[src/rtl/bp_update_ctrl.sv]
// bp_update_ctrl: predictor table clear sweep plus update queue.
// Ports: clk, reset (async low); upd_* EX handshake; flush_req;
//   tbl_* table write port; ghr, pred_enable, busy status.
// Macro BP_GSHARE_HASH_EN: index = pc bits XOR global history.
module bp_update_ctrl #(
  parameter int IDX_W  = 5,
  parameter int QDEPTH = 4
) (
  input  logic              clk,
  input  logic              reset,
  input  logic              upd_valid,
  output logic              upd_ready,
  input  logic [31:0]       upd_pc,
  input  logic [31:0]       upd_target,
  input  logic              upd_taken,
  input  logic              upd_is_jal,
  input  logic              flush_req,
  output logic              tbl_we,
  output logic [IDX_W-1:0]  tbl_idx,
  output logic [29-IDX_W:0] tbl_tag,
  output logic [31:0]       tbl_target,
  output logic              tbl_taken,
  output logic              tbl_clear,
  output logic [IDX_W-1:0]  ghr,
  output logic              pred_enable,
  output logic              busy
);

  typedef enum logic [1:0] {
    CLEAR,
    RUN,
    DRAIN_FLUSH
  } state_t;

  localparam int PW = $clog2(QDEPTH);

  state_t state, state_nxt;
  logic [IDX_W-1:0] sweep, sweep_nxt;
  logic [PW:0] wptr, rptr;
  logic [PW-1:0] wa, ra;

  logic [31:0]      q_pc  [QDEPTH];
  logic [31:0]      q_tgt [QDEPTH];
  logic             q_tkn [QDEPTH];
  logic [IDX_W-1:0] q_idx [QDEPTH];

  logic empty, full, accept, pop, taken_eff;
  logic [IDX_W-1:0] new_idx;
  logic [31:0] head_pc;
  logic unused_pc;

  assign wa = wptr[PW-1:0];
  assign ra = rptr[PW-1:0];
  // extra pointer bit tells full from empty
  assign empty = (wptr == rptr);
  assign full = (wptr[PW] != rptr[PW]) && (wa == ra);
  assign taken_eff = upd_taken | upd_is_jal;
  assign new_idx = upd_pc[IDX_W+1:2] ^ ghr;
  assign head_pc = q_pc[ra];
  assign unused_pc = ^head_pc[IDX_W+1:0];
  assign accept = upd_valid & upd_ready;

`ifdef BP_GSHARE_HASH_EN
  always_ff @(posedge clk or negedge reset) begin
    if (!reset) begin
      ghr <= '0;
    end else if (state == DRAIN_FLUSH) begin
      ghr <= '0;
    end else if (accept) begin
      ghr <= {ghr[IDX_W-2:0], taken_eff};
    end
  end
`else
  assign ghr = '0;
`endif

  always_ff @(posedge clk or negedge reset) begin
    if (!reset) begin
      state <= CLEAR;
      sweep <= '0;
      wptr  <= '0;
      rptr  <= '0;
    end else begin
      state <= state_nxt;
      sweep <= sweep_nxt;
      if (state == DRAIN_FLUSH) begin
        wptr <= '0;
        rptr <= '0;
      end else begin
        if (accept) wptr <= wptr + 1'b1;
        if (pop)    rptr <= rptr + 1'b1;
      end
    end
  end

  always_ff @(posedge clk) begin
    if (accept) begin
      q_pc[wa]  <= upd_pc;
      q_tgt[wa] <= upd_target;
      q_tkn[wa] <= taken_eff;
      q_idx[wa] <= new_idx;
    end
  end

  always_comb begin
    state_nxt   = state;
    sweep_nxt   = sweep;
    upd_ready   = 1'b0;
    pred_enable = 1'b0;
    busy        = 1'b1;
    pop         = 1'b0;
    tbl_we      = 1'b0;
    tbl_clear   = 1'b0;
    tbl_idx     = '0;
    tbl_tag     = '0;
    tbl_target  = '0;
    tbl_taken   = 1'b0;
    unique case (state)
      CLEAR: begin
        // no table writes while reset is held
        tbl_we    = reset;
        tbl_clear = reset;
        tbl_idx   = reset ? sweep : '0;
        if (flush_req) begin
          sweep_nxt = '0;
        end else if (&sweep) begin
          sweep_nxt = '0;
          state_nxt = RUN;
        end else begin
          sweep_nxt = sweep + IDX_W'(1);
        end
      end
      RUN: begin
        pred_enable = 1'b1;
        busy        = !empty;
        if (flush_req) begin
          state_nxt = DRAIN_FLUSH;
        end else begin
          pop = !empty;
          // a pop frees the slot a full-queue accept lands in
          upd_ready = !full || pop;
          if (pop) begin
            tbl_we     = 1'b1;
            tbl_idx    = q_idx[ra];
            tbl_tag    = head_pc[31:IDX_W+2];
            tbl_target = q_tgt[ra];
            tbl_taken  = q_tkn[ra];
          end
        end
      end
      DRAIN_FLUSH: begin
        state_nxt = CLEAR;
        sweep_nxt = '0;
      end
      default: begin
        state_nxt = CLEAR;
        sweep_nxt = '0;
      end
    endcase
  end

endmodule

[config.mk]
export PLATFORM = sky130hd
export DESIGN_NAME = bp_update_ctrl
export DESIGN_NICKNAME = d
export VERILOG_FILES = /design/src/rtl/bp_update_ctrl.sv
export SDC_FILE = /design/constraint.sdc
export NUM_CORES = 1
export LEC_CHECK = 0
export CORE_ASPECT_RATIO = 1.4
export CORE_MARGIN = 8
export CORE_UTILIZATION = 55
export DETAILED_ROUTE_END_ITERATION = 7
export PLACE_DENSITY = 0.8
export SLEW_MARGIN = 15
export SYNTH_ARGS = -nofsm -noshare
export SYNTH_HDL_FRONTEND = slang
export SYNTH_SLANG_ARGS = --single-unit
[constraint.sdc]
create_clock -name clk -period 3.51 [get_ports clk]
set_input_delay 0.8775 -clock clk [delete_from_list [all_inputs] [get_ports clk]]
set_output_delay 0.8775 -clock clk [all_outputs]
set_load 0.02 [all_outputs]
==> results of run 1 <==
[metal layers]
metal | GRT usage | part of all wire | up-vias
met1 | 0.2122 | 0.38 | 2678
met3 | 0.03432 | 0.060 | 28
li1 | - | - | 2301
met2 | 0.3080 | 0.55 | 147
met4 | 0.04968 | 0.017 | 0
met5 | 0 | 0 | -
[cells by family after synthesis]
kind of cell,share of synthesized area
other,0.0003569
adders and majority gates,0.008335
buffers and inverters,0.02524
xor gates and xnor gates,0.002501
and+or+nand+nor,0.05609
DFF,0.7511
muxes,0.1390
AOI/OAI and AO/OA,0.01739
[flip-flops by register name, summed over array words and instances (netlist names)]
signal / cells
sweep: 5
state: 2
q_idx: 16
q_tkn: 4
q_tgt: 128
wptr: 3
rptr: 3
q_pc: 104
[worst paths after layout]
kind / from / to / slack [ps] / cells after the start
max in group asynchronous: reset / rptr[0] / 2610 / 2
max: flush_req / tbl_target[27] / 60 / 6
min: sweep[4] / sweep[4] / 600 / 2
min reg2reg: sweep[4] / sweep[4] / 600 / 2
min in group asynchronous: reset / wptr[2] / 710 / 2
max reg2reg: sweep[0] / sweep[3] / 1570 / 6
[through the flow]
stage          worst slack, ps    util  TNS, ps
5_1_grt                 0.7925  0.6777        0
3_3_place_gp            -182.7  0.6433    -8823
3_5_place_dp            -219.3  0.6433   -10510
2_1_floorplan            226.5       -        0
6_report                 61.59  0.6777        0
4_1_cts                  44.92  0.6774        0
[power breakdown]
| part | switching, mW | internal, mW | total (mW) |
|---|---|---|---|
| Sequential | 0.0128 | 3.47 | 3.48 |
| Combinational | 0.226 | 0.291 | 0.517 |
| Clock | 1.04 | 1.37 | 2.41 |
| Total | 1.28 | 5.13 | 6.41 |
[layout make-up]
class | instances | area share
clock buffers | 31 | 0.05035
clock inverters | 12 | 0.006124
inverters | 5 | 0.001458
multi-input cells | 198 | 0.1854
flip-flops and latches | 265 | 0.6137
well taps | 248 | 0.02411
repair buffers | 152 | 0.1189
[layout by cell type, fill, tap and decap left out, types with 2 or more instances in the layout]
cell and instances:
edfxtp_1 252, clkdlybuf4s50_1 71, mux4_2 63, and2_1 59, dlygate4sd2_1 59, clkbuf_16 25, dfrtp_1 11, buf_12 10
a22o_1 9, clkinv_1 8, ha_1 7, buf_4 7, clkbuf_1 6, inv_1 5, nor2_1 5, conb_1 5
clkdlybuf4s15_1 5, and3_4 4, xor2_1 3, nor3_1 3, nand2_1 3, a21oi_1 3, nor3b_1 3, mux2i_1 3
nor2b_1 2, and3_1 2, o21ai_0 2, nand2b_1 2, a311o_1 2, clkinv_2 2, dfrtp_4 2
[tightest hold or removal path, delay by kind of cell, from the launching register on]
kind,cells,cell delay [ps]
AND/OR/NAND/NOR,1,90
AO/OA/AOI/OAI,1,90
flip-flops,1,370
[timing repair]
| item | CTS | global route |
|---|---|---|
| setup endpoints to repair | 64 | 5 |
| hold buffers | 0 | 0 |
| buffers inserted | 0 | 0 |
| resized for setup | 64 | 5 |
==> summary.md, run 1 <==
| Metric | Value |
|---|---|
| Status | finished, final reports clean |
| Hold Path Class | flop to flop |
| Critical path type | primary input to output pin |
| CP cell instances | clkdlybuf4s50_1 -> nor3b_4 -> o31a_2 -> buf_12 -> and2_1 -> dlygate4sd2_1 |
| Chip height | ~180 um |
| Seq/Total Area, Yosys | 0.7511 |
| Power per standard cell area | between 400 and 500 mW/mm^2 |
| Max FO, Critical Path | 31 |
| Num CTS Buffers | 24 |
| Core Box Area | roughly 0.019 mm^2 |
| Drt first pass iters | 4 |
| Maximum clock frequency | ~290 MHz |
| Worst path bufs/invs | 3 |
| RSZ-0062 raised after global routing | false |
| Max_cap viols | 0 |
| Detail Placement HPWL | approximately 13,000 um |
| DRC viols | 0 |
| CP delay by family, top | buffers and inverters |
| Port Buffer Count | ~140 |
| Number of distinct library cells after synthesis | 42 |
| Slowest CP cell | clkdlybuf4s50_1 |
| Worst hold slack | ~600 ps |
| Cell row count | 60 |
| Placed Area | roughly 0.012 mm^2 |
| Top cells by area, synth | edfxtp_1 (72%), mux4_2 (14%), and2_1 (3.5%) |
| Worst Path Required | 2630 ps |
| Setup violations, final | 0 |
| GRT overflow | 0 |
| Synth warn | 0 |
| DRT iter0 DRCs | between 300 and 400 |
| Clk sinks | roughly 270 |
| Worst Skew | between 10 and 15 ps |
| Design area | between 0.01 and 0.015 mm^2 |
| Synth Cell Area | ~0.011 mm^2 |
| Worst-path clk slew | ~60 ps |
| Area delta synth->final | 22.50% |
| Post-synth top area cell | edfxtp_1 |
| Starting Density | 0.5532 |
| Slew headroom | 0.6346 |
| H-tree depth | 1 |
| Total power | approximately 6.4 mW |
| Post-route ant nets | 0 |
| Seq cells post-synth | between 200 and 300 |
| Final Cycle Share | 0.9825 |
| Fillers | 1,223 |
| Vias | approximately 5,200 |
| Lkg Pwr | 4.533 nW |
| Ant. Diodes | 0 |
| Die X | about 130 um |
| Cell Count, Final, Fillers Out | 911 |
| Post-Syn Area per Cell | 21.23 um^2 |
| Ys flop type | edfxtp_1 |
| Clock buffer depth | 3 |
| Cell count after synthesis | 495 |
| Crit-path max cell delay | between 400 and 500 ps |
| Async S/R FF share, synth | 0.04906 |
| Post-Route WL | 20,680 um |
| Root buffer cell | clkbuf_16 |
| Register area | 0.007900 mm^2 |
| First-pass GRT wire length | 32,710 um |
| Via count of the first global-routing pass | between 5,000 and 6,000 |
| Area of the multi-input gates | around 0.0024 mm^2 |
| Final #Nets | 723 |
| Worst setup EP type | output pin |
| Fin crit period | 3448 ps |
| Top-count cell post-synth | edfxtp_1 |
| Layout cells sized above 1 | 0.1825 |
| Initial antenna violation count | 0 |
| Die area | between 0.02 and 0.025 mm^2 |
| Routability Congestion | about 0.76 |
| Worst setup SP type | primary input |
| DR vias/cell | around 5.7 |
| WL/cell | ~23 um |
| TritonCTS clock tree | done |
| GRT Total Usage | 0.1744 |
| Worst EP arrival | ~2600 ps |
| Final Hold Vio Count | 0 |
| Pins Over Slew Limit | 0 |
| Cell total after placement | roughly 870 |
| Largest net degree at the start of global routing | between 60 and 70 |
| Worst-Margin Slew | about 540 ps |
| Post-synth top area share | 0.7202 |
| VDD IR-drop max | 0.5893 mV |
| Ports | 143 |
| Post-synth EDFFs | between 200 and 300 |
| Clk_lat worst skew | slightly above 500 ps |
| Top cells by count, synth | edfxtp_1 (252), mux4_2 (63), and2_1 (59), buf_6 (13), dfrtp_1 (13) |
(Power assumes the default switching activity.)
==> run 2, diff against run 1 <==
==> constraint.sdc (replaced) <==
create_clock -name clk -period 3.51 [get_ports clk]
set_input_delay 0.702 -clock clk [delete_from_list [all_inputs] [get_ports clk]]
set_output_delay 0.702 -clock clk [all_outputs]
set_load 0.02 [all_outputs]
==> run 2 against run 1 <==
Cell area is 0.82% higher. Register-to-register slack got worse by 170 ps. Maximum frequency up 1.8%. Die area unchanged. Hold slack got worse by 81 ps. Clock power up 8.3%. Global-route usage is 0.69 points lower. Critical path depth is the same. Sequential power about the same. Setup slack better by 62 ps. Via count is 0.85% lower.
==> summary.md, run 2 (synthesis results as in run 1) <==
| Metric | Value |
|---|---|
| Status | finished, final reports clean (unchanged) |
| DRT iter0 DRCs | 359 (was 390) |
| Ports | 143 (unchanged) |
| Clk_lat worst skew | 520 ps (was 510 ps) |
| Cell row count | 60 (unchanged) |
| Crit-path max cell delay | 630 ps (was 460 ps) |
| Root buffer cell | clkbuf_16 (unchanged) |
| Net Sw Power | 1.314 mW (was 1.281 mW) |
| Largest regs | q_tgt: 128 flops, q_pc: 104 flops, q_idx: 16 flops (unchanged) |
| Pre-CTS WS | 124.6 ps (was -219.3 ps) |
| Final #Nets | 720 (was 723) |
| Max_cap viols | 0 (unchanged) |
| Clock buffer depth | 3 (unchanged) |
| Setup violations, final | 0 (unchanged) |
| Largest net degree at the start of global routing | 66 (unchanged) |
| Worst path bufs/invs | 3 (unchanged) |
| Fillers | 1,192 (was 1,223) |
| Num CTS Buffers | 25 (was 24) |
| DR vias/cell | 5.622 (was 5.658) |
| Crit path depth | 6 (unchanged) |
| DRC viols | 0 (unchanged) |
| CP cell instances | clkdlybuf4s50_1 -> nor3b_4 -> o31a_2 -> buf_12 -> and2_1 -> clkdlybuf4s50_1 (was clkdlybuf4s50_1 -> nor3b_4 -> o31a_2 -> buf_12 -> and2_1 -> dlygate4sd2_1) |
| Power share of the sequential group | 0.528 (was 0.543) |
| WL/cell | 22.00 um (was 22.70 um) |
| Hold Path Class | primary input to async pin (was flop to flop) |
| Setup TNS | 0 ps (unchanged) |
| Layout cells sized above 1 | 0.1891 (was 0.1825) |
| Final Worst Setup Slack | 123.8 ps (was 61.59 ps) |
| Die X | 132.8 um (unchanged) |
| Pins Over Slew Limit | 0 (unchanged) |
| RSZ-0062 raised after global routing | false (unchanged) |
| GRT Total Usage | 0.1675 (was 0.1744) |
| Reg2Reg Depth | 4 (was 6) |
| CP delay by family, top | buffers and inverters (unchanged) |
| Starting Density | 0.5532 (unchanged) |
| Cell Int Power | 5.279 mW (was 5.130 mW) |
| Power per standard cell area | 508.1 mW/mm^2 (was 498.1 mW/mm^2) |
| Most common cell after layout, fill and taps aside | edfxtp_1 (unchanged) |
| Worst-path clk slew | 60 ps (about the same) |
| Worst Skew | 20.84 ps (was 10.92 ps) |
| Drt first pass iters | 4 (unchanged) |
| Combinational Power Share | 0.077 (was 0.081) |
| Post-route ant nets | 0 (unchanged) |
| Commonest cells after routing, fill and taps aside | edfxtp_1 (252), clkdlybuf4s50_1 (135), mux4_2 (63) (was edfxtp_1 (252), clkdlybuf4s50_1 (71), mux4_2 (63)) |
| Worst Path Required | 2810 ps (was 2630 ps) |
| Cell total after placement | 864 (was 868) |
| Initial antenna violation count | 2 (was 0) |
| Sw Ratio | 0.1993 (was 0.1998) |
| Worst setup EP type | output pin (unchanged) |
| Core Box Area | 0.01899 mm^2 (unchanged) |
| Via count of the first global-routing pass | 5,819 (was 5,684) |
| Max FO, Critical Path | 36 (was 31) |
| Worst setup SP type | primary input (unchanged) |
| Hold-fix buffers at CTS | 0 (unchanged) |
| Area delta synth->final | 23.51% (was 22.50%) |
| H-tree depth | 1 (unchanged) |
| Die area | 0.02385 mm^2 (unchanged) |
| Vias | 5,110 (was 5,154) |
| TritonCTS clock tree | done (unchanged) |
| Final Hold Vio Count | 0 (unchanged) |
| CP dominant cell by count | clkdlybuf4s50_1 |
| Maximum clock frequency | 295.3 MHz (was 290.0 MHz) |
| Routability Congestion | 0.7296 (was 0.7617) |
| GRT overflow | 0 (unchanged) |
| R2R setup slack | 1400 ps (was 1570 ps) |
| Slowest CP cell | clkdlybuf4s50_1 (unchanged) |
| Ant. Diodes | 0 (unchanged) |
| Max reg flops | 128 (unchanged) |
| Clk sinks | 265 (unchanged) |
| Worst EP arrival | 2680 ps (was 2570 ps) |
| VDD IR-drop max | 0.3450 mV (was 0.5893 mV) |
| Fin crit period | 3386 ps (was 3448 ps) |
| Lkg Pwr | 4.252 nW (was 4.533 nW) |
| Setup Buffers After CTS | 0 (unchanged) |
| Clock power share | 0.395 (was 0.377) |
| Final Cycle Share | 0.9647 (was 0.9825) |
| Critical path type | primary input to output pin (unchanged) |
| Post-Route WL | 20,000 um (was 20,680 um) |
| Biggest register | q_tgt (unchanged) |
| Detail Placement HPWL | 12,310 um (was 12,880 um) |
| Cell Count, Final, Fillers Out | 909 (was 911) |
| First-pass GRT wire length | 31,510 um (was 32,710 um) |
| Chip height | 179.5 um (unchanged) |
| Port Buffer Count | 135 (unchanged) |
==> run 2: cell types whose count changed in the layout (fill, tap and decap cells not counted), moves of 2 or more <==
cell	change
clkinv_1	-5
buf_4	-3
clkdlybuf4s50_1	+64
clkbuf_8	+3
dlygate4sd2_1	-59
clkinvlp_4	+2
clkdlybuf4s15_1	-5
==> run 2: final timing paths <==
kind / end / start
worst min-delay path: wptr[1] / reset
worst max register to register: q_tgt[1][18] / state[1]
max in group asynchronous: rptr[0] / reset
worst max-delay path: tbl_tag[0] / flush_req
worst min register to register: sweep[4] / sweep[4]
min in group clk: sweep[4] / sweep[4]
==> run 2: worst reg2reg max path, delay by kind of cell, from the launching register on <==
kind	cells	cell delay, ps
flops	1	540
buf+inv	2	500
simple gates	2	730
==> run 2: repair_timing <==
item                                    CTS  global route
endpoints found under the setup margin    0             2
resized for setup                         0             1
hold endpoints to repair                  0             0
==> run 2: power by group through the flow <==
stage / sequential (mW) / clock (mW) / combinational (mW)
finish: 3.48 / 2.61 / 0.506
global placement: 3.55 / 0 / 0.497
CTS: 3.48 / 2.65 / 0.516
global route: 3.48 / 2.76 / 0.549
detailed placement: 3.55 / 0 / 0.514
floorplan: 3.54 / 0 / 0.353
==> run 2: metrics by stage <==
step | power [mW] | instance area, um^2 | utilization | hold slack [ps]
after floorplan | 3.895 | 10520 | - | 406.4
after global placement | 4.044 | 12180 | 0.6411 | 554.7
after detailed placement | 4.062 | 12180 | 0.6411 | 580.9
after CTS | 6.649 | 12980 | 0.6832 | 516.2
after global routing | 6.792 | 12980 | 0.6833 | 544.2
final | 6.593 | 12980 | 0.6833 | 519.1
==> run 2: cell type report <==
class	count	area (um^2)	share of cell area
tap	248	310.3	0.02391
multi-input combinational	198	2386	0.1839
clock inverter	11	110.1	0.008484
inverter	5	18.77	0.001446
clock buffer	34	689.4	0.05312
timing repair buffer	148	1562	0.1203
sequential	265	7901	0.6089
==> run 2: routing by layer <==
layer,track usage,routed length [um]
met2,0.3076,10930
met4,0.05333,418
met3,0.03544,929
met5,0,29
met1,0.1887,7689
